[src/rtl/friscv_apb_arbiter_if.sv]
// friscv_apb_arbiter_if
//   Bundles the signals between NB_REQ APB-style requesters, the shared
//   peripheral port and the arbiter that sits in between.
//   master modport : the arbiter's view (takes requests and slave responses,
//                    drives the slave command, completion pulses and grant).
//   slave modport  : the environment's view (requesters plus peripheral).
//   Signals
//     req_en/req_wr        per-requester request and direction (1=write)
//     req_addr/wdata/strb  flattened per-requester fields, requester i at
//                          [i*W +: W]
//     req_rdata/req_ready  read data broadcast, one-cycle completion pulse
//     slv_*                command to / response from the peripheral
//     grant                one-hot current owner, 0 when idle
interface friscv_apb_arbiter_if #(
    parameter int NB_REQ = 2,
    parameter int ADDRW  = 16,
    parameter int XLEN   = 32
);
    logic [NB_REQ-1:0]          req_en;
    logic [NB_REQ-1:0]          req_wr;
    logic [NB_REQ*ADDRW-1:0]    req_addr;
    logic [NB_REQ*XLEN-1:0]     req_wdata;
    logic [NB_REQ*XLEN/8-1:0]   req_strb;
    logic [XLEN-1:0]            req_rdata;
    logic [NB_REQ-1:0]          req_ready;
    logic                       slv_en;
    logic                       slv_wr;
    logic [ADDRW-1:0]           slv_addr;
    logic [XLEN-1:0]            slv_wdata;
    logic [XLEN/8-1:0]          slv_strb;
    logic [XLEN-1:0]            slv_rdata;
    logic                       slv_ready;
    logic [NB_REQ-1:0]          grant;

    modport master (
        input  req_en, req_wr, req_addr, req_wdata, req_strb,
        input  slv_rdata, slv_ready,
        output req_rdata, req_ready,
        output slv_en, slv_wr, slv_addr, slv_wdata, slv_strb,
        output grant
    );

    modport slave (
        output req_en, req_wr, req_addr, req_wdata, req_strb,
        output slv_rdata, slv_ready,
        input  req_rdata, req_ready,
        input  slv_en, slv_wr, slv_addr, slv_wdata, slv_strb,
        input  grant
    );
endinterface

[src/rtl/friscv_apb_arbiter.sv]
// friscv_apb_arbiter
//   Shares one APB-style slave port between NB_REQ masters. Round-robin
//   arbitration, one transaction at a time; the grant is held until the
//   slave answers with slv_ready, then a one-cycle RELEASE lets the
//   peripheral clear its ready before the next owner is chosen.
//   Ports
//     aclk    clock
//     areset  asynchronous reset, active-high
//     srst    synchronous reset, active-high
//     bus     friscv_apb_arbiter_if master modport (requesters + slave side)
module friscv_apb_arbiter #(
    parameter int NB_REQ = 2,
    parameter int ADDRW  = 16,
    parameter int XLEN   = 32
) (
    input  logic                   aclk,
    input  logic                   areset,
    input  logic                   srst,
    friscv_apb_arbiter_if.master   bus
);

    localparam int PTRW = $clog2(NB_REQ);

    typedef logic [PTRW-1:0] ptr_t;

    typedef enum logic [1:0] {
        IDLE    = 2'd0,
        BUSY    = 2'd1,
        RELEASE = 2'd2
    } state_t;

    state_t            state;
    ptr_t              rr_ptr;
    ptr_t              gidx;
    logic [NB_REQ-1:0] grant_q;

    logic              pick_found;
    ptr_t              pick_idx;
    logic [NB_REQ-1:0] pick_onehot;
    logic              owner_en;
    logic              busy;

    // Modulo increment so non power-of-two NB_REQ still wraps at NB_REQ-1.
    function automatic ptr_t ptr_inc(input ptr_t p);
        if (int'(p) == NB_REQ - 1) begin
            return '0;
        end
        return p + ptr_t'(1);
    endfunction

    // Round-robin search starting at rr_ptr: first active request wins.
    always_comb begin
        int cand;
        cand        = 0;
        pick_found  = 1'b0;
        pick_idx    = '0;
        pick_onehot = '0;
        for (int k = 0; k < NB_REQ; k++) begin
            cand = int'(rr_ptr) + k;
            if (cand >= NB_REQ) begin
                cand = cand - NB_REQ;
            end
            if (!pick_found && bus.req_en[cand]) begin
                pick_found = 1'b1;
                pick_idx   = ptr_t'(cand);
            end
        end
        if (pick_found) begin
            pick_onehot[pick_idx] = 1'b1;
        end
    end

    // Arbitration FSM. grant stays set through RELEASE and is cleared on
    // the way back to IDLE. An owner dropping req_en before the slave
    // answers abandons the transaction without a completion pulse.
    always_ff @(posedge aclk or posedge areset) begin
        if (areset) begin
            state   <= IDLE;
            rr_ptr  <= '0;
            gidx    <= '0;
            grant_q <= '0;
        end else if (srst) begin
            state   <= IDLE;
            rr_ptr  <= '0;
            gidx    <= '0;
            grant_q <= '0;
        end else begin
            case (state)
                IDLE: begin
                    if (pick_found) begin
                        gidx    <= pick_idx;
                        grant_q <= pick_onehot;
                        state   <= BUSY;
                    end
                end
                BUSY: begin
                    if (!owner_en) begin
                        rr_ptr  <= ptr_inc(gidx);
                        grant_q <= '0;
                        state   <= IDLE;
                    end else if (bus.slv_ready) begin
                        rr_ptr  <= ptr_inc(gidx);
                        state   <= RELEASE;
                    end
                end
                RELEASE: begin
                    grant_q <= '0;
                    state   <= IDLE;
                end
                default: begin
                    grant_q <= '0;
                    state   <= IDLE;
                end
            endcase
        end
    end

    assign busy     = (state == BUSY);
    assign owner_en = bus.req_en[gidx];

    // Slave command is a plain mux of the owner's fields; slv_en follows the
    // owner's req_en so a withdrawn request is never presented to the slave.
    assign bus.slv_en    = busy & owner_en;
    assign bus.slv_wr    = bus.req_wr[gidx];
    assign bus.slv_addr  = bus.req_addr[int'(gidx)*ADDRW +: ADDRW];
    assign bus.slv_wdata = bus.req_wdata[int'(gidx)*XLEN +: XLEN];
    assign bus.slv_strb  = bus.req_strb[int'(gidx)*(XLEN/8) +: XLEN/8];

    // Completion is combinational from slv_ready so the owner sees it in the
    // same cycle; a ready arriving outside an active BUSY cycle is dropped.
    assign bus.req_ready = (bus.slv_en && bus.slv_ready) ? grant_q : '0;
    assign bus.req_rdata = bus.slv_rdata;
    assign bus.grant     = grant_q;

endmodule
[src/flat_wrapper.sv]
// flat-port wrapper written by rule: the top's interface ports become plain ports
module friscv_apb_arbiter_flat 
#(
    parameter int NB_REQ = 2,
    parameter int ADDRW  = 16,
    parameter int XLEN   = 32
)
  (aclk, areset, srst, bus_req_en, bus_req_wr, bus_req_addr, bus_req_wdata, bus_req_strb, bus_slv_rdata, bus_slv_ready, bus_req_rdata, bus_req_ready, bus_slv_en, bus_slv_wr, bus_slv_addr, bus_slv_wdata, bus_slv_strb, bus_grant);
  friscv_apb_arbiter_if #(.NB_REQ(NB_REQ), .ADDRW(ADDRW), .XLEN(XLEN)) bus_i ();
  input  logic aclk;
  input  logic areset;
  input  logic srst;
  input wire logic [$bits(bus_i.req_en)-1:0] bus_req_en;
  input wire logic [$bits(bus_i.req_wr)-1:0] bus_req_wr;
  input wire logic [$bits(bus_i.req_addr)-1:0] bus_req_addr;
  input wire logic [$bits(bus_i.req_wdata)-1:0] bus_req_wdata;
  input wire logic [$bits(bus_i.req_strb)-1:0] bus_req_strb;
  input wire logic [$bits(bus_i.slv_rdata)-1:0] bus_slv_rdata;
  input wire logic [$bits(bus_i.slv_ready)-1:0] bus_slv_ready;
  output wire logic [$bits(bus_i.req_rdata)-1:0] bus_req_rdata;
  output wire logic [$bits(bus_i.req_ready)-1:0] bus_req_ready;
  output wire logic [$bits(bus_i.slv_en)-1:0] bus_slv_en;
  output wire logic [$bits(bus_i.slv_wr)-1:0] bus_slv_wr;
  output wire logic [$bits(bus_i.slv_addr)-1:0] bus_slv_addr;
  output wire logic [$bits(bus_i.slv_wdata)-1:0] bus_slv_wdata;
  output wire logic [$bits(bus_i.slv_strb)-1:0] bus_slv_strb;
  output wire logic [$bits(bus_i.grant)-1:0] bus_grant;
  assign bus_i.req_en = bus_req_en;
  assign bus_i.req_wr = bus_req_wr;
  assign bus_i.req_addr = bus_req_addr;
  assign bus_i.req_wdata = bus_req_wdata;
  assign bus_i.req_strb = bus_req_strb;
  assign bus_i.slv_rdata = bus_slv_rdata;
  assign bus_i.slv_ready = bus_slv_ready;
  assign bus_req_rdata = bus_i.req_rdata;
  assign bus_req_ready = bus_i.req_ready;
  assign bus_slv_en = bus_i.slv_en;
  assign bus_slv_wr = bus_i.slv_wr;
  assign bus_slv_addr = bus_i.slv_addr;
  assign bus_slv_wdata = bus_i.slv_wdata;
  assign bus_slv_strb = bus_i.slv_strb;
  assign bus_grant = bus_i.grant;
  friscv_apb_arbiter #(.NB_REQ(NB_REQ), .ADDRW(ADDRW), .XLEN(XLEN)) u_core (.aclk(aclk), .areset(areset), .srst(srst), .bus(bus_i));
endmodule
[config.mk]
export PLATFORM = sky130hd
export DESIGN_NAME = friscv_apb_arbiter_flat
export DESIGN_NICKNAME = d
export VERILOG_FILES = /design/src/rtl/friscv_apb_arbiter_if.sv /design/src/rtl/friscv_apb_arbiter.sv /design/src/flat_wrapper.sv
export SDC_FILE = /design/constraint.sdc
export NUM_CORES = 1
export LEC_CHECK = 0
export BUFFER_PORTS_ARGS = -buffer_cell sky130_fd_sc_hd__buf_2
export CORE_AREA = 2 2 91 93
export DETAILED_ROUTE_END_ITERATION = 6
export DIE_AREA = 0 0 93 95
export HOLD_SLACK_MARGIN = 0.03
export PLACE_DENSITY_LB_ADDON = 0.25
export REMOVE_ABC_BUFFERS = 1
export SETUP_SLACK_MARGIN = 0.1
export SLEW_MARGIN = 20
export SYNTH_ARGS = -nofsm -noshare
export SYNTH_HDL_FRONTEND = slang
export SYNTH_SLANG_ARGS = --single-unit
export TNS_END_PERCENT = 5
[constraint.sdc]
create_clock -name aclk -period 1.6 [get_ports aclk]
set_input_delay 0.24 -clock aclk [delete_from_list [all_inputs] [get_ports aclk]]
set_output_delay 0.24 -clock aclk [all_outputs]
set_load 0.02 [all_outputs]
---- Yosys cells after proc, flatten, opt, wreduce, memory -nomap -nowiden ----
Index checks and enable logic that the tools add are counted.
Widths: inputs -> output; s select.
storage, ports and cells
  bits in registers ....................... 6
  latch bits .............................. 0
  bits in writable memories ............... 0
  ROM bits ................................ 0
  input port bits ......................... 144
  logic and storage cells ................. 82
  memories kept ........................... 0
cells by class
  add/subtract/negate cells ............... 4
  $mul .................................... 0
  div/mod/pow operators ................... 0
  $lt $le $gt $ge ......................... 7
  eq/ne operators ......................... 5
  shift-type cells ........................ 3
  mux-type cells .......................... 46
  bitwise logic cells ..................... 1
  reduce and logical (&&, ||, !) cells .... 12
operator list
  cell                   count
  $lt 32x3->1 const B    2
  $mux 32                2
  $shiftx 64x7->32       1
  $mux 1                 33
  $ge 32x3->1 const B    1
  $shiftx 32x6->16       1
  $sub 32x3->32 const B  1
  $mux 2                 8
  $pmux 2 s2             2
  $reduce_and 2->1       4
  $shiftx 8x4->4         1
  $ne 3x3->1 const B     2
  $reduce_bool 2->1      3
  $lt 1x2->1 const B     2
  $ne 4x4->1 const B     1
  $logic_and 1x1->1      3
  $ne 3x2->1 const B     1
  $sub 1x2->3 const B    1
  $add 1x1->2 const B    1
  $eq 2x1->1 const B     1
  $ge 1x2->1 const B     1
  $logic_not 2->1        1
  $add 1x1->1 const B    1
  $and 1x1->1            1
  3 further kinds        3

---- Logic depth before layout (Yosys ltp) ----
  word-level depth ........................ 16
  depth in mapped cells ................... 5
  gate-level depth less buffers ........... 3

---- Worst setup path after synthesis ----
Ideal clock, no wire load.
  path type ............................... reg-to-output
  from .................................... reg u_core.gidx
  to ...................................... out bus_req_ready[0]
  arrival ................................. 1.271 ns
  data required time ...................... 1.360 ns
  setup slack ............................. 0.089 ns
  cell stages (with the launch flop) ...... 5
  path buffers ............................ 1
  cell sequence ........................... dfrtp_1 buf_6 mux2i_1 nor2_1 and3_1
on the way
  cells in the longest elaborated chain, start to end .. 5
RTL lines
  item                                       RTL line                   text
  from (decl)                                friscv_apb_arbiter.sv:34   ptr_t gidx;
  from (signal assigned)                     friscv_apb_arbiter.sv:91   gidx <= pick_idx;
  $mux 1 (implied by the code) (2 in a row)  friscv_apb_arbiter.sv:119  assign owner_en = bus.req_en[gidx];
  $and 1x1->1                                friscv_apb_arbiter.sv:123  assign bus.slv_en = busy & owner_en;
  net bus_slv_en                             flat_wrapper.sv:22         output wire logic [$bits(bus_i.slv_en)-1:0] bus_slv_en;
  $logic_and 1x1->1                          friscv_apb_arbiter.sv:131  assign bus.req_ready = (bus.slv_en && bus.slv_ready) ? grant_q : '0;
  $mux 2                                     friscv_apb_arbiter.sv:131
  to (decl)                                  flat_wrapper.sv:21         output wire logic [$bits(bus_i.req_ready)-1:0] bus_req_ready;
The timed path passes the listed nets, and every way through them passes these cells. The select of a mux whose other input is x is not followed.

---- Final worst setup path ----
  from .................................... reg u_core.gidx
  to ...................................... out bus_req_ready[1]
on the way
  cells in the longest elaborated chain, start to end .. 5
RTL lines
  item                                       RTL line
  $mux 1 (implied by the code) (2 in a row)  friscv_apb_arbiter.sv:119
  $and 1x1->1                                friscv_apb_arbiter.sv:123
  $logic_and 1x1->1                          friscv_apb_arbiter.sv:131
  $mux 2                                     friscv_apb_arbiter.sv:131
Every way passes these cells. The select of a mux whose other input is x is not followed.

==> out/metrics.csv <==
metric,value,unit
outcome,"finished, violations left",
failing checks,negative setup slack,
Setup WS post-layout,-0.112,ns
core region area,0.00793,mm^2
maximum VDD drop,0.188,mV
CTS max path bufs,2,
GRT overflow,0,
ANT cells,0,
Area Overhead vs Synth,96.3,%
Yosys Warn Count,0,
clock sink total,6,
first-pass GRT wire length,11000,um
Multi-input gate area,930,um^2
vias in the first global route,1657,
number of enable flip-flop cells after synthesis,0,
top post-synthesis cells by count,"mux2_2 (53), buf_4 (32), buf_2 (6), dfrtp_1 (6)",
H-tree depth,1,
critical path startpoint category,flip-flop,
nets,422,
drt pass-1 iters,4,
IO Port Bufs,169,
Post-Layout Cell Count,382,
Num CTS Buffers,3,
die area,0.00884,mm^2
drt total wl,8560,um
Cells after Synth,134,
Worst Setup End Kind,primary output,
"Req. time, crit path",1.36,ns
drt wl/cell,22.4,um
clock tree from TritonCTS,yes,
post-synthesis register bit count,6,
worst path cell trace,"buf_6, mux2i_4, nor2_2, and3_1, buf_6",
Yosys top cell area share,0.477,
GPL Wtd Cong,0.840,
sequential fraction of the synthesis area,0.120,
Clock Skews,0.00487,ns
number of vias per cell,4.33,
setup TNS,-2.99,ns
MaxCap Viol Count,0,
Hold Crit Class,input pin to flip-flop,
Post-Syn Area,0.00125,mm^2
kind of critical path,flip-flop to primary output,
"Async S/R FF share, synth",1.00,
Mapped Avg Cell Area,9.35,um^2
final setup fails,46,
Worst Path Arrival,1.47,ns
row count,33,
Horiz. Die Dim,93,um
Fmax achieved,584,MHz
drt initial violations,58,
register area,151,um^2
Die Height,95,um
"antenna viol nets, final",0,
P_leak,1.29,nW
Reg2Reg Launch Point,u_core.gidx,
clock-pin slew on the worst setup and hold paths,0.04,ns
CP max FO,6,
most area-hungry cell type in the Yosys netlist,mux2_2,
fin crit period,1.71,ns
crit path launch,u_core.gidx,
final hold vios,0,
Max Slew Vio Count,0,
DP HPWL,7510,um
placed cell areas,0.00199,mm^2
worst-skew pair later-pin latency,0.22,ns
CP max stage cell,dfrtp_2,
fillers,866,
final instance area,0.00246,mm^2
Yosys cell types,25,
measured slew at the worst slew-check pin,0.386,ns
Synth area leaders,"mux2_2 (48%), buf_4 (19%), dfrtp_1 (12%)",
share of layout cells above drive strength 1,0.877,
Via Count,1653,
"Core Util, Final",0.310,
CTS root buffer,clkbuf_8,
Hold Crit Start,srst,
antenna violations before repair,0,
initial core utilization,0.158,
Synth Flop Type,dfrtp_1,
Most Frequent Cell on Critical Path,buf_6,
cell with the most instances after synthesis,mux2_2,
CP max stage delay,0.48,ns
fin crit share,1.07,
gr usage total,0.182,
hold_ws,0.227,ns
DRC errors left,0,
placed instance count,371,
Ports,234,
largest net degree at the start of global routing,23,
pwr/cell area,539,mW/mm^2
Worst slew margin,0.741,
RSZ-0062 raised after global routing,yes,
-- sequential cells by signal, indices dropped and copies added, names as in the netlist --
signal and count:
u_core.bus.grant 2, u_core.gidx 1, u_core.rr_ptr 1, u_core.state 2
-- layer usage --
layer / vias to the layer above / routed length [um] / GRT usage
met5: - / 79 / 0.0655
li1: 729 / - / -
met2: 166 / 3860 / 0.305
met3: 20 / 1630 / 0.142
met1: 736 / 2520 / 0.153
met4: 2 / 463 / 0.0944
-- stage by stage --
stage	power, mW	worst slack (ns)
6_report	1.32	-0.112
5_1_grt	1.40	-0.161
4_1_cts	1.27	-0.127
3_5_place_dp	0.895	0.104
3_3_place_gp	0.896	0.113
2_1_floorplan	0.575	-1.06
-- logic make-up after synthesis --
family / count (synthesis) / share of synthesized area
AO/OA/AOI/OAI: 11 / 0.0609
buffers and inverters: 44 / 0.241
AND/OR/NAND/NOR: 18 / 0.0819
flip-flops: 6 / 0.120
multiplexers: 55 / 0.496
-- layout by cell type, fill, tap and decap left out, drive strengths merged --
cell,netlist,final
a2111oi,1,1
a21bo,1,1
a21oi,4,4
a221oi,2,2
a311o,1,1
and3,2,2
and4,1,1
buf,39,177
clkbuf,1,5
dfrtp,6,6
dlygate4sd3,0,1
inv,4,4
mux2,54,54
mux2i,1,1
nand2,2,2
nand2b,2,2
nand3,1,1
nor2,2,2
nor2b,3,3
nor3,3,3
nor4,1,1
o21ai,2,2
or2,1,1
-- critical path, delay by kind of cell, from the launching register on --
kind	cells	cell delay, ns
and+or+nand+nor	2	0.30
DFF	1	0.48
muxes	1	0.18
buffers and inverters	2	0.29
-- what timing repair did --
item,CTS,global route
gates cloned,1,1
pin swaps,4,0
endpoints found under the hold margin,6,0
hold buffers,1,0
gates resized for setup,66,28
setup endpoints to repair,55,59
buffers inserted,3,1
-- path summary, 6_finish.rpt --
path                       cells after the start          endpoint  slack, ns
max in group asynchronous                      3       u_core.gidx       0.93
min reg2reg                                    3       u_core.gidx       0.58
min in group asynchronous                      3   u_core.state[1]       0.47
max                                            5  bus_req_ready[1]      -0.11
max reg2reg                                    4     u_core.rr_ptr       0.08
min                                            2       u_core.gidx       0.23
-- cell type report --
class                      count  share of cell area
clock buffer                   4              0.0183
tap                          105              0.0534
inverter                       4             0.00611
timing repair buffer         179               0.482
sequential                     6              0.0616
multi-input combinational     84               0.378
-- report_power, final --
part	total, mW	switching [mW]	internal (mW)
registers	0.177	0.0129	0.164
logic	0.913	0.421	0.493
clock network	0.234	0.0628	0.171
(Power assumes the default switching activity.)
